### src/rtl/lut_scan_pkg.sv
// Shared types and constants for the lut_scan truth-table sequencer.
// The optional golden comparator in lut_scan is enabled with LUT_SCAN_CHECK_EN.
package lut_scan_pkg;

    typedef enum logic [1:0] {
        LS_IDLE   = 2'b00,
        LS_SETTLE = 2'b01,
        LS_SAMPLE = 2'b10,
        LS_DONE   = 2'b11
    } lut_scan_state_t;

    localparam int LUT_SCAN_CNT_W      = 4;
    localparam int LUT_SCAN_N_DEF      = 7;
    localparam int LUT_SCAN_SETTLE_DEF = 1;

endpackage

### src/rtl/lut_scan_ctr.sv
// Loadable down-counter used to time the settle interval of each LUT address.
// Saturates at zero; zero flags the end of the interval.
module lut_scan_ctr
    import lut_scan_pkg::*;
(
    input  logic                      clk,
    input  logic                      rst,
    input  logic                      load,
    input  logic                      dec,
    input  logic [LUT_SCAN_CNT_W-1:0] load_val,
    output logic                      zero
);

    localparam logic [LUT_SCAN_CNT_W-1:0] CNT_ZERO = {LUT_SCAN_CNT_W{1'b0}};
    localparam logic [LUT_SCAN_CNT_W-1:0] CNT_ONE  = {{(LUT_SCAN_CNT_W-1){1'b0}}, 1'b1};

    logic [LUT_SCAN_CNT_W-1:0] cnt_q;
    logic [LUT_SCAN_CNT_W-1:0] cnt_d;

    // next count: load wins over decrement
    always_comb begin
        if (load) begin
            cnt_d = load_val;
        end else if (dec && (cnt_q != CNT_ZERO)) begin
            cnt_d = cnt_q - CNT_ONE;
        end else begin
            cnt_d = cnt_q;
        end
    end

    // count register
    always_ff @(posedge clk or posedge rst) begin
        if (rst) begin
            cnt_q <= CNT_ZERO;
        end else begin
            cnt_q <= cnt_d;
        end
    end

    assign zero = (cnt_q == CNT_ZERO);

endmodule

### src/rtl/lut_scan.sv
// Sweeps every LUT input code, waits SETTLE cycles per code and captures the truth table.
// Define LUT_SCAN_CHECK_EN to add the GOLDEN parameter and the registered match output.
module lut_scan
    import lut_scan_pkg::*;
#(
    parameter int N = LUT_SCAN_N_DEF,
`ifdef LUT_SCAN_CHECK_EN
    parameter logic [(2**N)-1:0] GOLDEN = {(2**N/2){2'b10}},
`endif
    parameter int SETTLE = LUT_SCAN_SETTLE_DEF
) (
    input  logic                CLK,
    input  logic                RESET,
    input  logic                start,
    input  logic                lut_o,
    output logic [N-1:0]        addr,
    output logic                busy,
    output logic                done,
    output logic                valid,
`ifdef LUT_SCAN_CHECK_EN
    output logic                match,
`endif
    output logic [(2**N)-1:0]   truth
);

    localparam int TW = 2**N;
    localparam logic [N-1:0] ADDR_ZERO = {N{1'b0}};
    localparam logic [N-1:0] ADDR_ONE  = {{(N-1){1'b0}}, 1'b1};
    localparam logic [N-1:0] ADDR_LAST = {N{1'b1}};
    localparam logic [LUT_SCAN_CNT_W-1:0] SETTLE_RELOAD = LUT_SCAN_CNT_W'(SETTLE - 1);

    lut_scan_state_t state_q, state_d;
    logic            start_q;
    logic [N-1:0]    addr_q, addr_d;
    logic [TW-1:0]   truth_q, truth_d;
    logic            busy_q, busy_d;
    logic            done_q, done_d;
    logic            valid_q, valid_d;
    logic            match_q, match_d;
    logic            ctr_load_s, ctr_dec_s, ctr_zero_s;

    lut_scan_ctr u_settle_ctr (
        .clk      (CLK),
        .rst      (RESET),
        .load     (ctr_load_s),
        .dec      (ctr_dec_s),
        .load_val (SETTLE_RELOAD),
        .zero     (ctr_zero_s)
    );

    // scan sequencing; start is registered first so every output lags its cause by one edge
    always_comb begin
        state_d    = state_q;
        addr_d     = addr_q;
        truth_d    = truth_q;
        valid_d    = valid_q;
        match_d    = match_q;
        ctr_load_s = 1'b0;
        ctr_dec_s  = 1'b0;
        case (state_q)
            LS_IDLE: begin
                if (start_q) begin
                    state_d    = LS_SETTLE;
                    addr_d     = ADDR_ZERO;
                    truth_d    = {TW{1'b0}};
                    valid_d    = 1'b0;
                    match_d    = 1'b0;
                    ctr_load_s = 1'b1;
                end else begin
                    state_d = LS_IDLE;
                end
            end
            LS_SETTLE: begin
                if (ctr_zero_s) begin
                    state_d = LS_SAMPLE;
                end else begin
                    ctr_dec_s = 1'b1;
                end
            end
            LS_SAMPLE: begin
                truth_d[addr_q] = lut_o;
                if (addr_q == ADDR_LAST) begin
                    state_d = LS_DONE;
                end else begin
                    addr_d     = addr_q + ADDR_ONE;
                    ctr_load_s = 1'b1;
                    state_d    = LS_SETTLE;
                end
            end
            LS_DONE: begin
                state_d = LS_IDLE;
                valid_d = 1'b1;
`ifdef LUT_SCAN_CHECK_EN
                match_d = (truth_q == GOLDEN);
`else
                match_d = 1'b0;
`endif
            end
            default: begin
                state_d = LS_IDLE;
            end
        endcase
        busy_d = (state_d != LS_IDLE);
        done_d = (state_d == LS_DONE);
    end

    // state and output registers
    always_ff @(posedge CLK or posedge RESET) begin
        if (RESET) begin
            state_q <= LS_IDLE;
            start_q <= 1'b0;
            addr_q  <= ADDR_ZERO;
            truth_q <= {TW{1'b0}};
            busy_q  <= 1'b0;
            done_q  <= 1'b0;
            valid_q <= 1'b0;
            match_q <= 1'b0;
        end else begin
            state_q <= state_d;
            start_q <= start;
            addr_q  <= addr_d;
            truth_q <= truth_d;
            busy_q  <= busy_d;
            done_q  <= done_d;
            valid_q <= valid_d;
            match_q <= match_d;
        end
    end

    assign addr  = addr_q;
    assign busy  = busy_q;
    assign done  = done_q;
    assign valid = valid_q;
    assign truth = truth_q;
`ifdef LUT_SCAN_CHECK_EN
    assign match = match_q;
`endif

endmodule

### config.mk
export PLATFORM = sky130hd
export DESIGN_NAME = lut_scan
export DESIGN_NICKNAME = d
export VERILOG_FILES = /design/src/rtl/lut_scan_pkg.sv /design/src/rtl/lut_scan_ctr.sv /design/src/rtl/lut_scan.sv
export SDC_FILE = /design/constraint.sdc
export NUM_CORES = 1
export LEC_CHECK = 0
export CAP_MARGIN = 40
export CORE_AREA = 2 2 165 151
export CTS_CLUSTER_SIZE = 20
export DETAILED_ROUTE_END_ITERATION = 8
export DIE_AREA = 0 0 167 153
export PLACE_DENSITY = 0.58
export SYNTH_ARGS = -nofsm -noshare
export SYNTH_HDL_FRONTEND = slang
export SYNTH_SLANG_ARGS = --single-unit
### constraint.sdc
create_clock -name CLK -period 5.1 [get_ports CLK]
set_input_delay 0.51 -clock CLK [delete_from_list [all_inputs] [get_ports CLK]]
set_output_delay 0.51 -clock CLK [all_outputs]
set_load 0.1 [all_outputs]
==> flow_metrics.env <==
export IMPL_r2r_start="addr[4]"
export IMPL_cts_root_buffer="clkbuf_16"
export IMPL_die_y_um=153
export IMPL_r2r_slack_ns=2.46
export IMPL_start_util=0.2951
export IMPL_die_w_um=167
export IMPL_hold_class="input port to asynchronous set/reset pin"
export IMPL_required_ns=4.59
export IMPL_synth_cells=681
export IMPL_relSlewSlack=0.4240
export IMPL_worst_pin_slew_ns=0.8640
export IMPL_worstSetupPathType="flop to primary output"
export IMPL_via_per_inst=5.494
export IMPL_ant_nets=0
export IMPL_post_route_cells_drive_above_1_share=0.2151
export IMPL_netlist_area_um2=7038
export IMPL_grt_use_total=0.1896
export IMPL_cts_max_level=4
export IMPL_rows=54
export IMPL_dp_hpwl_um=16210
export IMPL_drtIter0Drc=583
export IMPL_antenna_found_initial=0
export IMPL_vdd_ir_drop_max_v=0.0006405
export IMPL_cts_path_max_buffers=2
export IMPL_nFillCells=2077
export IMPL_r2r_end="truth[112]"
export IMPL_slew_violations=0
export IMPL_yosysUniqueCellTypes=49
export IMPL_cts_tree="done"
export IMPL_maxCapViolations=0
export IMPL_postSynth_asyncResetShare=1.000
export IMPL_cp_slowest_cell="dfrtp_1"
export IMPL_seq_area_frac_synth=0.5156
export IMPL_dieArea_um2=25550
export IMPL_r2r_worst_path_cells=3
export IMPL_grt_pass1_vias=6463
export IMPL_num_vias=6697
export IMPL_cts_hold_buffers=0
export IMPL_io_pins=142
export IMPL_critPathMaxFanout=31
export IMPL_finClkSkew_ns=0.008531
export IMPL_cts_sinks=145
export IMPL_fin_setup_tns_ns=0
export IMPL_max_freq_mhz=361.3
export IMPL_synthTopCellsByArea="dfrtp_1 52%, o311ai_0 8.8%, o31ai_1 6.1%"
export IMPL_min_period_ns=2.768
export IMPL_syn_nets=688
export IMPL_setup_violations=0
export IMPL_grt_max_degree=87
export IMPL_grt_pass1_wl_um=38480
export IMPL_place_ws_ns=2.530
export IMPL_postCtsSetupBuffers=0
export IMPL_crit_chain="clkdlybuf4s50_1, buf_16"
export IMPL_p_leak_nw=4.699
export IMPL_cpPeakStageDelay_ns=0.87
export IMPL_yosysTopAreaCell="dfrtp_1"
export IMPL_synth_edf_count=0
export IMPL_core_area_um2=23850
export IMPL_cts_resized=0
export IMPL_drc=0
export IMPL_status="finished, final reports clean"
export IMPL_avgSynthCellArea_um2=10.33
export IMPL_synthFlopType="dfrtp_1"
export IMPL_synth_top_area_frac=0.5156
export IMPL_end_kind="primary output"
export IMPL_port_buffers=141
export IMPL_powerDensity_nw_per_um2=320.9
export IMPL_wl_um=24230
export IMPL_cts_buffers=17
export IMPL_first_pass_iters=5
export IMPL_worstPathArrival_ns=2.26
export IMPL_hold_violations=0
export IMPL_clk_pin_slew_ns=0.06
export IMPL_wl_per_cell_um=19.87
export IMPL_fin_ws_ns=2.332
export IMPL_grt_overflow_total=0
export IMPL_area_growth_pct=63.38
export IMPL_insertedDiodeCount=0
export IMPL_start_kind="flop"
export IMPL_place_congestion=0.8102
export IMPL_clk_latency_ns=0.42
export IMPL_nets=907
export IMPL_synth_seq_cells=145
export IMPL_fin_crit_sh=0.5427
export IMPL_rsz0062_at_grt="false"
export IMPL_synth_warnings=0
-- layout by cell type, fill, tap and decap left out, types with 4 or more instances in the layout --
cell type / synthesis / layout
a211oi_1: 5 / 5
buf_16: 0 / 19
buf_4: 0 / 12
buf_8: 0 / 122
clkbuf_16: 0 / 17
clkdlybuf4s50_1: 0 / 141
clkinv_2: 0 / 4
dfrtp_1: 145 / 145
inv_1: 8 / 7
mux2i_1: 27 / 27
nand2_1: 64 / 64
nand2b_1: 6 / 6
nand3_1: 33 / 33
nand3b_1: 5 / 5
nand4b_1: 5 / 5
nand4bb_1: 6 / 6
nor4_1: 29 / 29
nor4bb_1: 5 / 5
o21ai_0: 23 / 23
o22ai_1: 29 / 29
o311ai_0: 71 / 71
o311ai_1: 5 / 5
o31ai_1: 57 / 57
or2_2: 4 / 4
or3_1: 6 / 6
or4_1: 7 / 7
-- layout make-up --
| cell class | instances | area, um^2 | area share |
|---|---|---|---|
| Timing Repair Buffer | 295 | 3867 | 0.3363 |
| Clock buffer | 20 | 466.7 | 0.04059 |
| Clock inverter | 10 | 111.4 | 0.009684 |
| Inverter | 9 | 38.79 | 0.003373 |
| Sequential cell | 145 | 3628 | 0.3156 |
| Multi-Input combinational cell | 432 | 3000 | 0.2609 |
| Tap cell | 308 | 385.4 | 0.03351 |
-- power by group --
part / internal (mW) / switching [mW]
registers: 1.19 / 0.103
clock network: 0.751 / 0.491
logic: 0.333 / 0.821
total: 2.28 / 1.41
-- critical path, delay by kind of cell (launching register included) --
family	cells	cell delay [ns]
buffers and inverters	2	0.96
flip-flops	1	0.87
-- how the worst max path moves through the flow --
stage | end | startpoint | slack [ns]
6_report | addr[5] | addr[5] | 2.33
5_1_grt | addr[4] | addr[4] | 2.23
4_1_cts | addr[5] | addr[5] | 2.35
3_5_place_dp | truth[112] | addr[4] | 2.53
3_3_place_gp | addr[5] | addr[5] | 2.48
2_1_floorplan | addr[0] | RESET | 0.70
-- synthesized netlist by cell type (3+ instances only) --
library cell / instances
nand3b_1: 5
o211ai_1: 3
dfrtp_1: 145
o21ai_0: 23
nand2_1: 64
a211oi_1: 5
nand2b_1: 6
nor2b_1: 3
nor4_1: 29
ha_1: 3
clkbuf_1: 79
nand3_1: 33
o311ai_0: 71
nor4bb_1: 5
or4_1: 7
o311ai_1: 5
nand4b_1: 5
buf_2: 14
or4b_1: 3
nor4b_1: 3
o31ai_1: 57
mux2i_1: 27
o22ai_1: 29
and4b_1: 3
or2_2: 4
nand4bb_1: 6
inv_1: 8
or3_1: 6
nor2_1: 3
-- registers in the layout, indices dropped and copies added, names as in the netlist --
signal              count
u_settle_ctr.cnt_q      4
start_q                 1
valid                   1
truth                 128
busy                    1
done                    1
addr                    7
state_q                 2
-- metal layers --
layer  routed length, um  global-route usage  share of wire  up-vias
met5                   0                   0              0        -
met4                 349             0.04926          0.014        0
met3                1225             0.03677          0.051       25
met2               11390              0.2855           0.47      218
met1               11260              0.2787           0.46     3361
li1                    -                   -              -     3093
-- cells by family after synthesis --
family | count (synthesis) | synth area share
adder cells (fa/ha/maj) | 3 | 0.005334
flip-flops | 145 | 0.5156
buffers and inverters | 104 | 0.05920
multiplexers | 27 | 0.03840
AND/OR/NAND/NOR | 202 | 0.1685
AO/OA/AOI/OAI | 200 | 0.2130
-- metrics by stage --
step                power (mW)  cell area [um^2]    util  hold WS [ns]  cells
finish                   3.690             11500  0.4821        0.5102   1219
global route             3.835             11500  0.4821        0.5342   1219
CTS                      3.701             11500  0.4821        0.5261   1219
detailed placement       2.462             10920  0.4579        0.5175   1189
global placement         2.273              8539  0.3580        0.5070   1045
floorplan                1.991              7038       -        0.5369    681
(Power assumes the default switching activity.)
==> edit: new RTL, config.mk and constraints unchanged <==
Change the package constant `LUT_SCAN_CNT_W` from 4 to 3.
--- a/src/rtl/lut_scan_pkg.sv
+++ b/src/rtl/lut_scan_pkg.sv
@@ -10,5 +10,5 @@
     } lut_scan_state_t;
 
-    localparam int LUT_SCAN_CNT_W      = 4;
+    localparam int LUT_SCAN_CNT_W      = 3;
     localparam int LUT_SCAN_N_DEF      = 7;
     localparam int LUT_SCAN_SETTLE_DEF = 1;
Function: same outputs for any inputs over 10 cycles, from zero or initial values and one cycle with RESET high; that may be too few to reach the edited logic, so the function may still have changed.
==> edit against the original RTL <==
Maximum frequency up 7.1%; largest power group is now the clock network; highest routed layer unchanged; setup slack better by 180 ps; area after synthesis decreased by 4.4%; global-route usage decreased by 0.84 points; hold slack worse by 23 ps; clock skew decreased by 2.7 ps; sequential cell count shrank 1; final cell count decreased by 6.6%; routed wire length decreased by 3.8%; cell area fell by 1.3%; critical path depth is the same; power decreased by 4.0%.
==> edit: results (changes against the original RTL) <==
Parameter                              Value

GRT
  Maximum number of pins on one net before global-route repair    79 (was 87)
  Overall fraction of global-route tracks in use    0.181 (was 0.190)
  Met1 track demand over resource    0.258 (was 0.279)
  Met2 global-route usage    0.269 (was 0.286)
  Met3 Usage GRT    0.0391 (was 0.0368)
  First-pass GRT wire length    36500 µm (was 38500 µm)
  Via count of the first global-routing pass    6170 (was 6463)
  Number of antenna violations at the first check in global routing    1 (was 0)

STA
  Setup skew after layout    5.84 ps (was 8.53 ps)
  Worst slew margin    0.413 (was 0.424)

Detailed routing
  WL met2    11200 µm (was 11400 µm)
  Number of DRC violations after detailed-routing iteration 0    557 (was 583)
  Post-Route M1 WL    10400 µm (was 11300 µm)
  DR vias/cell    5.58 (was 5.49)
  Wire length per cell    20.5 µm (was 19.9 µm)

Outcome
  Outcome    finished, final reports clean (unchanged)

Layout
  Fraction of layout instances using a drive strength above 1    0.234 (was 0.215)
  Number of filler cells placed in the layout    2041 (was 2077)
  Final Net Count    823 (was 907)

Synth
  Part of the Yosys area used for sequential elements    0.536 (was 0.516)
  Unique cell type count in the Yosys netlist    45 (was 49)
  Synth cell count leaders    sky130_fd_sc_hd__dfrtp_1, sky130_fd_sc_hd__o311ai_0, sky130_fd_sc_hd__o31ai_1, sky130_fd_sc_hd__clkbuf_1, sky130_fd_sc_hd__o21ai_0 (was sky130_fd_sc_hd__dfrtp_1, sky130_fd_sc_hd__clkbuf_1, sky130_fd_sc_hd__o311ai_0, sky130_fd_sc_hd__nand2_1, sky130_fd_sc_hd__o31ai_1)
  Syn Nets    607 (was 688)
  Count of mapped cells out of synthesis    600 (was 681)
  Ranking of synthesized cells by area    sky130_fd_sc_hd__dfrtp_1, sky130_fd_sc_hd__o311ai_0, sky130_fd_sc_hd__o31ai_1 (unchanged)

Worst setup path
  Top fanout value on the critical path    23 (was 31)
  Delay contributed by the slowest stage of the critical path    720 ps (was 870 ps)
  Slowest stage cell, crit path    sky130_fd_sc_hd__dfrtp_1 (unchanged)

Placed design
  Worst-case setup slack after placement    2690 ps (was 2530 ps)
  Cell total after placement    1105 (was 1189)
  HPWL reported at the end of detailed placement    14800 µm (was 16200 µm)
  Placed inst area    10700 µm² (was 10900 µm²)

Power and ir drop
  Static leakage    4.47 nW (was 4.70 nW)
  Max VDD drop    0.301 mV (was 0.641 mV)

Clock tree
  Buffer cell driving the clock tree root    sky130_fd_sc_hd__clkbuf_16 (unchanged)
  Total setup buffers inserted after CTS    0 (unchanged)
-- edit: cell types whose count changed after synthesis, sizes merged, moves of 12 or more --
cell    unedited run  this run
buf               15        27
clkbuf            80        64
mux2i             27         4
nand2             64         9
nand3             33         2
nor4              29         0
o21ai             23        55
o22ai             29         1
o311ai            76       128
o31ai             57        79
-- edit: power by group through the flow --
| stage | sequential, mW | clock (mW) | combinational (mW) |
|---|---|---|---|
| 6_report | 1.26 | 1.33 | 0.947 |
| 5_1_grt | 1.27 | 1.40 | 0.996 |
| 4_1_cts | 1.26 | 1.35 | 0.945 |
| 3_5_place_dp | 1.28 | 0 | 0.940 |
| 3_3_place_gp | 1.28 | 0 | 0.790 |
| 2_1_floorplan | 1.46 | 0 | 0.387 |
-- edit: worst paths after layout --
| check | from | endpoint | slack (ps) | depth (start not counted) |
|---|---|---|---|---|
| worst max-delay path | addr[3] | addr[3] | 2520 | 2 |
| worst min-delay path | RESET | truth[83] | 490 | 2 |
| worst max register to register | addr[2] | truth[30] | 2640 | 3 |
| worst min register to register | u_settle_ctr.cnt_q[1] | u_settle_ctr.cnt_q[1] | 550 | 2 |
| max in group asynchronous | RESET | truth[124] | 3850 | 3 |
| min in group CLK | u_settle_ctr.cnt_q[1] | u_settle_ctr.cnt_q[1] | 550 | 2 |
-- edit: area by class of cell --
cell class	instances	area, µm²	area share
flip-flops and latches	144	3600	0.317
repair buffers	288	4000	0.353
clock inverters	13	186	0.0164
well taps	308	385	0.0340
inverters	7	31.3	0.00276
clock buffers	19	443	0.0390
multi-input cells	358	2690	0.237
diodes	1	2.50	0.000220
-- edit: kinds of logic after synthesis --
group	count (synthesis)	share of synthesized area
AOI/OAI and AO/OA	275	0.309
adders and majority gates	3	0.00558
buffers and inverters	98	0.0646
DFF	144	0.536
muxes	4	0.00595
and+or+nand+nor	76	0.0794
